--- config.mk ---
export PLATFORM = sky130hd
export DESIGN_NAME = camera_capture
export DESIGN_NICKNAME = d
export VERILOG_FILES = /design/src/rtl/camera_pkg.sv /design/src/rtl/camera_capture_sync_edge_det.sv /design/src/rtl/camera_capture.sv
export SDC_FILE = /design/constraint.sdc
export NUM_CORES = 1
export LEC_CHECK = 0
export ABC_AREA = 1
export CELL_PAD_IN_SITES_DETAIL_PLACEMENT = 1
export CELL_PAD_IN_SITES_GLOBAL_PLACEMENT = 1
export CORE_MARGIN = 2
export CORE_UTILIZATION = 30
export DETAILED_ROUTE_END_ITERATION = 16
export MAX_ROUTING_LAYER = met4
export PLACE_DENSITY = 0.66
export SYNTH_ARGS = -nofsm -noshare
export SYNTH_HDL_FRONTEND = slang
export SYNTH_HIERARCHICAL = 1
export SYNTH_SLANG_ARGS = --single-unit
--- constraint.sdc ---
create_clock -name pclk -period 5.6 [get_ports pclk]
set_input_delay 0.84 -clock pclk [delete_from_list [all_inputs] [get_ports pclk]]
set_output_delay 0.84 -clock pclk [all_outputs]
set_load 0.005 [all_outputs]
--- src/rtl/camera_pkg.sv ---
// camera_pkg: shared constants and capture-state encoding
// for the OV7670-style byte-stream capture path.
package camera_pkg;

  localparam int WIDTH        = 640;
  localparam int HEIGHT       = 480;
  localparam int FRAME_PIXELS = WIDTH * HEIGHT;
  localparam int ADDR_W       = 19;

  typedef enum logic [1:0] {
    IDLE   = 2'd0,
    SYNC   = 2'd1,
    ACTIVE = 2'd2
  } cap_state_t;

endpackage

--- src/rtl/camera_capture_sync_edge_det.sv ---
// sync_edge_det: registers a 1-bit input once and flags its
// rising/falling edges against the previous registered value.
// Ports: i_clk, i_rst (async high), i_d in;
//        o_q (registered), o_rise, o_fall out.
module sync_edge_det (
  input  logic i_clk,
  input  logic i_rst,
  input  logic i_d,
  output logic o_q,
  output logic o_rise,
  output logic o_fall
);

  logic r_q;
  logic r_prev;

  always_ff @(posedge i_clk or posedge i_rst) begin
    if (i_rst) begin
      r_q    <= 1'b0;
      r_prev <= 1'b0;
    end else begin
      r_q    <= i_d;
      r_prev <= r_q;
    end
  end

  assign o_q    = r_q;
  assign o_rise = r_q & ~r_prev;
  assign o_fall = ~r_q & r_prev;

endmodule

--- src/rtl/camera_capture.sv ---
// camera_capture: frames the camera byte stream on vsync, pairs
// bytes into RGB565 pixels and issues frame-buffer writes.
// Ports: pclk, rst (async high), en, cam_vsync, cam_href,
//   cam_data[7:0] in; pix_valid, pix_data[15:0],
//   pix_addr[ADDR_W-1:0], frame_done, frame_err, busy out.
module camera_capture #(
  parameter int WIDTH  = 640,
  parameter int HEIGHT = 480,
  parameter int ADDR_W = 19
) (
  input  logic              pclk,
  input  logic              rst,
  input  logic              en,
  input  logic              cam_vsync,
  input  logic              cam_href,
  input  logic [7:0]        cam_data,
  output logic              pix_valid,
  output logic [15:0]       pix_data,
  output logic [ADDR_W-1:0] pix_addr,
  output logic              frame_done,
  output logic              frame_err,
  output logic              busy
);

  import camera_pkg::*;

  localparam int COL_W = $clog2(WIDTH + 1);
  localparam int ROW_W = $clog2(HEIGHT + 1);
  localparam int CNT_W = ADDR_W + 1;

  localparam logic [COL_W-1:0] COL_END  = COL_W'(WIDTH);
  localparam logic [ROW_W-1:0] ROW_END  = ROW_W'(HEIGHT);
  // one extra bit so a frame that fills 2^ADDR_W exactly
  // can still represent "full"
  localparam logic [CNT_W-1:0] ADDR_END = CNT_W'(WIDTH * HEIGHT);

  logic w_vs_q;
  logic w_vs_rise;
  logic w_vs_fall;
  logic w_hr_q;
  logic w_hr_rise;
  logic w_hr_fall;

  sync_edge_det u_vs (
    .i_clk  (pclk),
    .i_rst  (rst),
    .i_d    (cam_vsync),
    .o_q    (w_vs_q),
    .o_rise (w_vs_rise),
    .o_fall (w_vs_fall)
  );

  sync_edge_det u_hr (
    .i_clk  (pclk),
    .i_rst  (rst),
    .i_d    (cam_href),
    .o_q    (w_hr_q),
    .o_rise (w_hr_rise),
    .o_fall (w_hr_fall)
  );

  logic [7:0]        r_d_q;
  cap_state_t        r_state;
  logic              r_phase;
  logic [7:0]        r_hi;
  logic [COL_W-1:0]  r_col;
  logic [ROW_W-1:0]  r_row;
  logic [CNT_W-1:0]  r_addr;
  logic              r_pix_valid;
  logic [15:0]       r_pix_data;
  logic [ADDR_W-1:0] r_pix_addr;
  logic              r_frame_done;
  logic              r_frame_err;
  logic              r_busy;

  logic              w_full;
  logic              w_line_cnt;
  logic [ROW_W-1:0]  w_row_fin;

  always_ff @(posedge pclk or posedge rst) begin
    if (rst) begin
      r_d_q <= 8'h00;
    end else begin
      r_d_q <= cam_data;
    end
  end

  assign w_full     = (r_addr == ADDR_END);
  // a line end only counts if the line carried a pixel
  assign w_line_cnt = w_hr_fall && (r_col != '0);

  // row count including a line that ends on this same cycle
  always_comb begin
    w_row_fin = r_row;
    if (w_line_cnt && r_row != ROW_END) begin
      w_row_fin = r_row + ROW_W'(1);
    end
  end

  always_ff @(posedge pclk or posedge rst) begin
    if (rst) begin
      r_state      <= IDLE;
      r_phase      <= 1'b0;
      r_hi         <= 8'h00;
      r_col        <= '0;
      r_row        <= '0;
      r_addr       <= '0;
      r_pix_valid  <= 1'b0;
      r_pix_data   <= 16'h0000;
      r_pix_addr   <= '0;
      r_frame_done <= 1'b0;
      r_frame_err  <= 1'b0;
      r_busy       <= 1'b0;
    end else begin
      r_pix_valid  <= 1'b0;
      r_frame_done <= 1'b0;
      unique case (r_state)
        IDLE: begin
          if (w_vs_q) begin
            r_state <= SYNC;
          end
        end
        SYNC: begin
          if (w_vs_fall && en) begin
            r_state     <= ACTIVE;
            r_busy      <= 1'b1;
            r_frame_err <= 1'b0;
            r_addr      <= '0;
            r_col       <= '0;
            r_row       <= '0;
            r_phase     <= 1'b0;
          end
        end
        ACTIVE: begin
          if (w_hr_rise) begin
            r_col <= '0;
          end
          if (w_hr_q) begin
            r_phase <= ~r_phase;
            if (!r_phase) begin
              r_hi <= r_d_q;
            end else if (w_full) begin
              r_frame_err <= 1'b1;
            end else begin
              r_pix_valid <= 1'b1;
              r_pix_data  <= {r_hi, r_d_q};
              r_pix_addr  <= r_addr[ADDR_W-1:0];
              r_addr      <= r_addr + CNT_W'(1);
              // over-long line: flag now, hold col
              if (r_col == COL_END) begin
                r_frame_err <= 1'b1;
              end else begin
                r_col <= r_col + COL_W'(1);
              end
            end
          end else begin
            r_phase <= 1'b0;
          end
          if (w_hr_fall) begin
            if (r_col != COL_END || r_phase) begin
              r_frame_err <= 1'b1;
            end
            if (w_line_cnt && r_row == ROW_END) begin
              r_frame_err <= 1'b1;
            end
            r_row <= w_row_fin;
            r_col <= '0;
          end
          if (w_vs_rise) begin
            r_state      <= SYNC;
            r_busy       <= 1'b0;
            r_frame_done <= 1'b1;
            // short frame, or cut off mid-line
            if (w_row_fin != ROW_END || w_hr_q) begin
              r_frame_err <= 1'b1;
            end
          end
        end
        default: begin
          r_state <= IDLE;
          r_busy  <= 1'b0;
        end
      endcase
    end
  end

  assign pix_valid  = r_pix_valid;
  assign pix_data   = r_pix_data;
  assign pix_addr   = r_pix_addr;
  assign frame_done = r_frame_done;
  assign frame_err  = r_frame_err;
  assign busy       = r_busy;

endmodule
# Word level (Yosys, flattened, before mapping)
# Index checks and enable logic that the tools add are counted.
# classes
addsub	3
multipliers	0
bitwise	11
reduce_logical	16
magnitude_cmp	0
div_mod_pow	0
n_shift	0
muxes	43
n_eq_ne	15
# ops
operator	n
2-to-1 mux 20 bit	4
2-to-1 mux 10 bit	7
one-hot mux 20 bit (2 select lines)	1
2-to-1 mux 9 bit	3
adder 20 x 1 -> 20 bit (second input constant)	1
== test 20 x 19 -> 1 bit (second input constant)	1
one-hot mux 10 bit (2 select lines)	1
2-to-1 mux 1 bit	19
!= test 9 bit (second input constant)	2
one-hot mux 9 bit (2 select lines)	1
AND reduction 3 bit	4
adder 10 x 1 -> 10 bit (second input constant)	1
== test 10 bit (second input constant)	1
!= test 10 bit (second input constant)	1
nonzero test 10 bit	1
adder 9 x 1 -> 9 bit (second input constant)	1
== test 9 bit (second input constant)	1
!= test 2 bit (second input constant)	4
NOT 1 bit	7
2-to-1 mux 2 bit	3
!= test 2 x 1 -> 1 bit (second input constant)	3
one-hot mux 2 bit (3 select lines)	1
AND reduction 5 bit	1
bitwise AND 1 bit	4
10 further kinds	15
# word_totals
out_inout_bits	39
mem_bits_ro	0
ram_bits	0
elab_cells	105
mem_count	0
latch_bits	0
register_bits	101

# Logic depth before layout (Yosys ltp)
# Gate-level depths: netlist of run 1.
# logic_depth
ltp_word	11
ltp_mapped	16
ltp_nobuf	15

# Cells and area by module
# The synthesis of run 1 kept the hierarchy.
# by_module_without_submodules
mod	area_each_um2	instances	cells_per_inst
camera_capture	4823.4	1	599
sync_edge_det	68.8	2	7

# Worst setup path after synthesis of run 1
# OpenSTA, ideal clock, no wires.
# synth_timing
kind	in2reg
start	input port en
end	register r_row[0]
setup_time_ns	0.084
stages	4
path_buffers	1
setup_slack_ns	3.928
t_arrival_ns	1.588
path_cell_list	nand3_1 -> clkbuf_1 -> nand2_1 -> o22ai_1
# synth_between
elab_chain_len	3
# synth_lines
element	line_no	source
start, declared	camera_capture.sv:13	input logic en,
logical AND 1 bit	camera_capture.sv:124	if (w_vs_fall && en) begin
!= test 2 bit (no line)	--	
AND reduction 3 bit (no line)	--	
end signal, assigned	camera_capture.sv:166	r_row <= w_row_fin;
end, declared	camera_capture.sv:67	logic [ROW_W-1:0] r_row;
# No other way between the ends.
# A chain may end at the register's enable or synchronous reset.

# Final worst setup path of run 1
# layout_timing
start	register r_addr[0]
end	register r_addr[3]
# layout_between
elab_chain_len	5
# layout_lines
element	line_no	source
start, declared	camera_capture.sv:68	logic [CNT_W-1:0] r_addr;
start signal, assigned	camera_capture.sv:148	r_addr <= r_addr + CNT_W'(1);
adder 20 x 1 -> 20 bit	camera_capture.sv:148	
2-to-1 mux 20 bit	camera_capture.sv:142	end else if (w_full) begin
2-to-1 mux 20 bit	camera_capture.sv:140	if (!r_phase) begin
2-to-1 mux 20 bit	camera_capture.sv:138	if (w_hr_q) begin
one-hot mux 20 bit (2 select lines)	camera_capture.sv:117	unique case (r_state)
# Several ways; a longest one is shown, not always the timed one. The select of a mux whose other input is x is not followed.

==> results.ini, run 1 <==
[floorplanning]
core_area_um2=16300
die_h_um=133
die_x_um=133
pin_count=52
num_rows=47
design.die.area_um2=17600
start_util=0.303

[logic_synthesis]
ys_types=35
yosysSeqAreaShare=0.509
synth_fp_nets=632
netlist_top_cells_area=dfrtp_1, nand2_1, o21ai_0
synth_cells=613
synthTopCellsByCount=nand2_1, dfrtp_1, inv_1
synth.avg_cell_area_um2=8.09
ys_ff_latch=101
ys_warn_count=6
synth.most_common_cell=nand2_1
synth_largest_area_cell=dfrtp_1
synth-edff-count=0
ys_async_sr_fraction=1.00
synth_flop_cell=dfrtp_1
synth_top_area_share=0.509
synth.cell_area_um2=4960

[worst_setup_path]
r2r_end=r_addr[3]$_DFFE_PP0P_
r2r_slack_ps=3010
r2r_cells=10
crit_end=r_addr[3]$_DFFE_PP0P_
critPathCaptureType=flip-flop
crit_chain=inv_1, ha_1, nand3_1, nor3_1, nand3_2, nand3_4, inv_2, nand2_1, o21ai_0, nor2_1
critPathArrivalTime_ps=2840
start_kind=flip-flop
cp-startpoint=r_addr[0]$_DFFE_PP0P_
r2r_start=r_addr[0]$_DFFE_PP0P_
critPathRequiredTime_ps=5850
slowest_delay_ps=520
critPathKind=flip-flop to flip-flop
worst-path-max-fanout=62
cpMaxStageDelayCell=nand3_4

[sta]
finalSetupViolCount=0
tns_ps=0
slew_headroom=0.488
worst_clock_skew_ps=13.5
layout_worst_path_cycle_share=0.462
hold_viol=0
maxSlewViolCount=0
tightest_slew_ps=764
clock.fmax_mhz=386
min_period_ps=2590
rsz0062_at_grt=no

[cells_and_area]
syn2layout_area_growth_pct=19.8
final_cells=885
nNetsFinal=679
drive_above_1_share=0.0571
diodes=0

[routing]
met2_length_mm=6.45
routedWlPerCell_um=15.3
top_layer_used=met4
wl_met1_mm=6.59
drt-pass1-iter-count=4
via_per_inst=4.72
drc=0
drtIter0Drc=271
via_count=4178
routed_wl_mm=13.6
wl_met3_um=362
ant_nets=0

[power]
power_density_nw_per_um2=387
p_total_w=0.00230
leakage_nw=2.77
ir_drop_uv=170

[grt]
grt_max_degree=63
grt_pass1_wl_mm=22.7
track_usage=0.167
grt_pass1_vias=4485
grt_overflow=0
antenna_found_initial=0

[clock_network]
clk_pin_slew_worst_paths_ps=80
numCtsBuffers=9
clockBufferDepth=2
htreeDepth=3
cts_root_buf=clkbuf_16
cts-resized-gates=0
clkLatencyLatePin_ps=360
cts_setup_buffers=0
cts_tree=built
cts_sinks=101
cts_hold_buf=0

[hold_path]
hold_class=flip-flop to flip-flop

[place]
dp_hpwl_mm=9.65
port_buffers=51
place_inst=869
place.gp.congestion=0.929

[job]
maxCapViolations=0

[status]
status=finished, final reports clean

-- registers in the layout (all words and copies together), names as in the netlist --
register and count:
r_addr 20, pix_addr 19, pix_data 16, r_col 10, r_row 9, r_d_q 8
r_hi 8, r_state 2, busy 1, frame_done 1, frame_err 1, pix_valid 1
r_phase 1, u_hr/o_q 1, u_hr/r_prev 1, u_vs/o_q 1, u_vs/r_prev 1
-- cell type report --
class	instances	area, um^2
clock buffer	10	239
fill	1968	10400
sequential	101	2530
timing repair buffer	52	518
inverter	78	295
tap	220	275
clock inverter	6	65.1
multi-input combinational	418	2030
-- cells by family (layout without fill, tap and decap cells) --
group / after synthesis / count (layout) / synth area share
buf+inv: 94 / 146 / 0.0822
flops: 101 / 101 / 0.509
fa+ha+maj: 6 / 6 / 0.0151
xor+xnor: 11 / 11 / 0.0194
simple gates: 310 / 310 / 0.275
compound gates: 91 / 91 / 0.0991
-- critical path: cells and delay by family (launching register included) --
family | cells | cell delay, ps
compound gates | 1 | 170
fa+ha+maj | 1 | 220
buf+inv | 2 | 630
flops | 1 | 450
simple gates | 6 | 1000
-- metrics by stage --
| step | worst slack [ps] | utilization | hold WS [ps] | cell area, um^2 |
|---|---|---|---|---|
| floorplan | 2230 | - | 396 | 4960 |
| global placement | 2840 | 0.345 | 432 | 5640 |
| detailed placement | 2730 | 0.345 | 438 | 5640 |
| CTS | 2960 | 0.364 | 457 | 5950 |
| global route | 2700 | 0.364 | 464 | 5950 |
| finish | 3010 | 0.364 | 448 | 5950 |
-- metal layers --
metal	global-route usage	vias up
met3	0.0314	12
li1	-	2067
met2	0.273	52
met4	0.0436	0
met5	-	-
met1	0.212	2047
-- report_power, final --
part	leakage, nW	internal [W]	switching [W]	total, W
Combinational	1.28	0.000281	0.000351	0.000632
Clock	0.150	0.000328	0.000314	0.000642
Sequential	1.34	0.000888	0.000139	0.00103
Total	2.77	0.00150	0.000804	0.00230
-- layout by cell type (no fill, tap or decap), types with 2 or more instances in the layout --
cell,instances
nor2_4,3
inv_2,5
clkbuf_16,9
o21ai_0,56
nor4_1,2
clkdlybuf4s50_1,51
or2_2,4
inv_8,2
nand4_1,15
xor2_1,11
inv_1,72
o211ai_1,2
nand3_1,43
ha_1,6
o22ai_1,6
nor3_2,2
nand2_1,179
inv_6,2
o31ai_1,5
nor2_1,47
dfrtp_1,101
a21oi_1,7
nor3_1,8
o21ai_1,11
nand3_2,2
-- how the worst min path moves through the flow --
stage | slack, ps | end | cells past startpoint | startpoint
2_1_floorplan | 400 | u_vs/r_prev$_DFF_PP0_ | 0 | u_vs/o_q$_DFF_PP0_
3_3_place_gp | 430 | u_vs/r_prev$_DFF_PP0_ | 0 | u_vs/o_q$_DFF_PP0_
3_5_place_dp | 440 | u_vs/r_prev$_DFF_PP0_ | 0 | u_vs/o_q$_DFF_PP0_
4_1_cts | 460 | u_vs/r_prev$_DFF_PP0_ | 0 | u_vs/o_q$_DFF_PP0_
5_1_grt | 460 | u_vs/r_prev$_DFF_PP0_ | 0 | u_vs/o_q$_DFF_PP0_
6_report | 450 | u_vs/r_prev$_DFF_PP0_ | 0 | u_vs/o_q$_DFF_PP0_
Note: power is estimated with default switching activity, not from simulation.
==> inputs of run 2 (changes only) <==
==> constraint.sdc (replaced) <==
create_clock -name pclk -period 2.4 [get_ports pclk]
set_input_delay 0.36 -clock pclk [delete_from_list [all_inputs] [get_ports pclk]]
set_output_delay 0.36 -clock pclk [all_outputs]
set_load 0.005 [all_outputs]
==> results.ini, run 2 (synthesis gave the netlist of run 1 again) <==
[worst_setup_path]
r2r_end=frame_err$_DFFE_PP0P_
critPathArrivalTime_ps=2370
r2r_start=r_row[0]$_DFFE_PP0P_
r2r_cells=14
critPathKind=flip-flop to flip-flop
path_common_cell=nand2_1
start_kind=flip-flop
cp_top_family=simple AND/OR/NAND/NOR gates
worst-path-max-fanout=12
crit_chain=inv_1, ha_1, nand2_1, nor2_1, nand2_1, nand2_2, nor2_4, nand2_1, nand2_1, nand3_1, nor2_1, nand3_1, nand2_1, nand2_1
critPathRequiredTime_ps=2660
critPathCaptureType=flip-flop
r2r_slack_ps=290
worst-path-buf-inv=1
slowest_delay_ps=420
cpMaxStageDelayCell=dfrtp_1

[power]
power_density_nw_per_um2=902
pwr-share-clk=0.282
power_frac_comb=0.275
p_int_w=0.00349
power_frac_seq=0.443
p_switching_w=0.00195
leakage_nw=2.81
ir_drop_uv=398
switching_share=0.358

[routing]
drtIter0Drc=222
routed_wl_mm=13.4
ant_nets=0
drc=0
drt-pass1-iter-count=4
routedWlPerCell_um=15.0
via_count=4252
via_per_inst=4.77

[grt]
track_usage=0.165
antenna_found_initial=0
grt_overflow=0
grt_pass1_wl_mm=22.7
grt_max_degree=67
grt_pass1_vias=4538

[clock_network]
clockBufferDepth=2
cts_sinks=101
clkLatencyLatePin_ps=370
cts_tree=built
cts_hold_buf=0
cts_setup_buffers=0
cts_root_buf=clkbuf_16
clk_pin_slew_worst_paths_ps=80
cts-resized-gates=0
numCtsBuffers=9
htreeDepth=3

[status]
status=finished, final reports clean

[place]
place.gp.congestion=0.819
port_buffers=51
pre_cts_ws_ps=308
dp_hpwl_mm=9.68

[cells_and_area]
largest_reg_flops=20
layout_common_cells=nand2_1, dfrtp_1, inv_1
fillCellCount=2022
drive_above_1_share=0.0656
diodes=0
syn2layout_area_growth_pct=21.5
mostFrequentLayoutCell=nand2_1
regMostFlops=r_addr
nNetsFinal=685

[floorplanning]
die_x_um=133
die_h_um=133
core_area_um2=16300
num_rows=47
design.die.area_um2=17600
pin_count=52
start_util=0.303

[sta]
fin_ws_ps=295
finalSetupViolCount=0
layout_worst_path_cycle_share=0.877
tightest_slew_ps=804
clock.fmax_mhz=475
rsz0062_at_grt=no
slew_headroom=0.462
maxSlewViolCount=0
tns_ps=0
worst_clock_skew_ps=11.3
hold_viol=0
min_period_ps=2110

[hold_path]
hold_class=input port to asynchronous set/reset pin

[job]
maxCapViolations=0

run 2: changes by cell type in the layout (fill, tap and decap cells not counted), sizes merged:
cell	previous run	this run
buf	1	7
clkbuf	10	9
clkinv	2	5
clkinvlp	0	1
inv	82	79
run 2: layer usage:
| layer | wire, um | global-route usage | up-vias | share of wire |
|---|---|---|---|---|
| met4 | 260 | 0.0556 | 0 | 0.019 |
| met2 | 6310 | 0.263 | 55 | 0.47 |
| met1 | 6490 | 0.211 | 2094 | 0.48 |
| met5 | 0 | - | - | 0 |
| met3 | 333 | 0.0307 | 21 | 0.025 |
| li1 | - | - | 2082 | - |
run 2: per-stage QoR:
| step | utilization | cell area, um^2 | hold slack (ps) | instances | total power (W) |
|---|---|---|---|---|---|
| 2_1_floorplan | - | 4960 | 101 | 613 | 0.00327 |
| 3_5_place_dp | 0.349 | 5710 | 425 | 875 | 0.00395 |
| 4_1_cts | 0.369 | 6030 | 285 | 891 | 0.00552 |
| 6_report | 0.369 | 6030 | 273 | 891 | 0.00544 |
| 3_3_place_gp | 0.349 | 5710 | 434 | 875 | 0.00386 |
| 5_1_grt | 0.369 | 6030 | 330 | 891 | 0.00580 |
run 2: worst max-delay path by stage:
stage	from	cells past startpoint	slack, ps	to
6_report	r_row[0]$_DFFE_PP0P_	14	290	frame_err$_DFFE_PP0P_
5_1_grt	r_row[0]$_DFFE_PP0P_	14	90	frame_err$_DFFE_PP0P_
2_1_floorplan	r_row[0]$_DFFE_PP0P_	16	750	frame_err$_DFFE_PP0P_
4_1_cts	r_addr[0]$_DFFE_PP0P_	10	320	r_addr[3]$_DFFE_PP0P_
3_5_place_dp	en	6	310	r_col[0]$_DFFE_PP0P_
3_3_place_gp	r_addr[0]$_DFFE_PP0P_	10	370	r_addr[10]$_DFFE_PP0P_
run 2: layout make-up:
type | instances | area [um^2] | area share
Clock buffer | 9 | 225 | 0.0374
Clock inverter | 7 | 91.3 | 0.0151
Multi-Input combinational cell | 418 | 2030 | 0.336
Inverter | 78 | 297 | 0.0492
Tap cell | 220 | 275 | 0.0457
Sequential cell | 101 | 2530 | 0.419
Timing Repair Buffer | 58 | 588 | 0.0975
run 2: power by group through the flow:
stage	clock network (W)	logic [W]	registers [W]
after floorplan	0	0.000910	0.00236
after global placement	0	0.00143	0.00243
after detailed placement	0	0.00151	0.00245
after CTS	0.00158	0.00152	0.00242
after global routing	0.00163	0.00169	0.00247
final	0.00153	0.00150	0.00241
==> inputs of run 3 (changes only) <==
--- a/config.mk
+++ b/config.mk
@@ -9,10 +9,10 @@
 export CELL_PAD_IN_SITES_DETAIL_PLACEMENT = 1
 export CELL_PAD_IN_SITES_GLOBAL_PLACEMENT = 1
 export CORE_MARGIN = 2
-export CORE_UTILIZATION = 30
+export CORE_UTILIZATION = 37
 export DETAILED_ROUTE_END_ITERATION = 16
 export MAX_ROUTING_LAYER = met4
-export PLACE_DENSITY = 0.66
+export PLACE_DENSITY = 0.77
 export SYNTH_ARGS = -nofsm -noshare
 export SYNTH_HDL_FRONTEND = slang
 export SYNTH_HIERARCHICAL = 1
==> results.ini, run 3 (synthesis gave the netlist of run 1 again) <==
[sta]
hold_viol=0
min_period_ps=2100
tns_ps=0
maxSlewViolCount=0
layout_worst_path_cycle_share=0.875
worst_clock_skew_ps=12.1
clock.fmax_mhz=476
rsz0062_at_grt=no
finalSetupViolCount=0
tightest_slew_ps=771
slew_headroom=0.484

[grt]
track_usage=0.213
grt_max_degree=63
grt_pass1_wl_mm=23.5
grt_overflow=0
antenna_found_initial=0
grt_pass1_vias=4711

[floorplanning]
num_rows=42
die_h_um=120
core_area_um2=13200
pin_count=52
start_util=0.376
design.die.area_um2=14400
die_x_um=120

[place]
port_buffers=51
place.gp.congestion=0.985
dp_hpwl_mm=9.99

[routing]
via_count=4329
drc=0
drtIter0Drc=217
drt-pass1-iter-count=4
via_per_inst=5.09
routed_wl_mm=13.6
ant_nets=0
routedWlPerCell_um=16.1

[clock_network]
cts_tree=built
clockBufferDepth=2
cts_sinks=101
clkLatencyLatePin_ps=360
htreeDepth=3
cts_root_buf=clkbuf_16
clk_pin_slew_worst_paths_ps=80
cts_hold_buf=0
numCtsBuffers=9
cts_setup_buffers=0
cts-resized-gates=0

[cells_and_area]
multiInputGateArea_um2=2030
layout_common_cells=nand2_1, dfrtp_1, inv_1
regArea_um2=2530
fillCellCount=1598
finalCoreUtilization=0.452
drive_above_1_share=0.0697
regMostFlops=r_addr
nNetsFinal=688
diodes=0
largest_reg_flops=20
syn2layout_area_growth_pct=20.2
mostFrequentLayoutCell=nand2_1

[hold_path]
hold_class=input port to asynchronous set/reset pin

[worst_setup_path]
critPathRequiredTime_ps=2650
start_kind=flip-flop
worst-path-max-fanout=26
critPathCaptureType=flip-flop
critPathArrivalTime_ps=2350
critPathKind=flip-flop to flip-flop

[status]
status=finished, final reports clean

[job]
maxCapViolations=0

[power]
ir_drop_uv=501
p_total_w=0.00538
leakage_nw=2.81
power_density_nw_per_um2=903

## run 3: changes by cell type in the layout (fill, tap and decap cells not counted), sizes merged
cell	change
buf	+3
clkinv	-1
inv	+1
## run 3: worst paths after layout
path / from / to / slack, ps / cells past startpoint
min in group pclk: cam_data[5] / r_d_q[5]$_DFF_PP0_ / 430 / 1
worst min register to register: u_vs/o_q$_DFF_PP0_ / u_vs/r_prev$_DFF_PP0_ / 450 / 0
worst max-delay path: r_addr[0]$_DFFE_PP0P_ / r_addr[10]$_DFFE_PP0P_ / 300 / 10
max in group asynchronous: rst / r_d_q[3]$_DFF_PP0_ / 1260 / 3
worst max register to register: r_addr[0]$_DFFE_PP0P_ / r_addr[10]$_DFFE_PP0P_ / 300 / 10
worst min-delay path: rst / u_vs/o_q$_DFF_PP0_ / 300 / 2
## run 3: final cells by class
type | instances | share of cell area
tap | 176 | 0.0369
sequential | 101 | 0.424
inverter | 78 | 0.0497
multi-input combinational | 418 | 0.340
clock buffer | 9 | 0.0378
timing repair buffer | 61 | 0.100
clock inverter | 7 | 0.0113
## run 3: where the power goes
group          internal (W)  leakage [nW]  switching [W]  total [W]
registers           0.00207          1.34       0.000335    0.00241
logic              0.000674          1.33       0.000841    0.00152
clock network      0.000730         0.145       0.000731    0.00146
## run 3: critical path: stages, from the launching register on
cell and delay, ps:
dfrtp_1 460, inv_1 140, ha_1 170, nand3_1 70
nor3_1 180, nand3_2 190, nand3_4 190, buf_4 300
nor2_1 90, xor2_1 140, nor2_1 50
## run 3: metrics by stage
stage	instances	setup WS, ps	instance area [um^2]	hold slack [ps]
2_1_floorplan	613	748	4960	101
3_3_place_gp	834	403	5670	427
3_5_place_dp	834	283	5670	429
4_1_cts	850	276	5960	293
5_1_grt	850	45.5	5960	316
6_report	850	299	5960	301
## run 3: routing by layer
metal	vias up	wire [um]	track usage
li1	2086	-	-
met1	2154	6340	0.273
met2	70	6530	0.335
met3	19	516	0.0456
met4	0	261	0.0750
met5	-	0	-
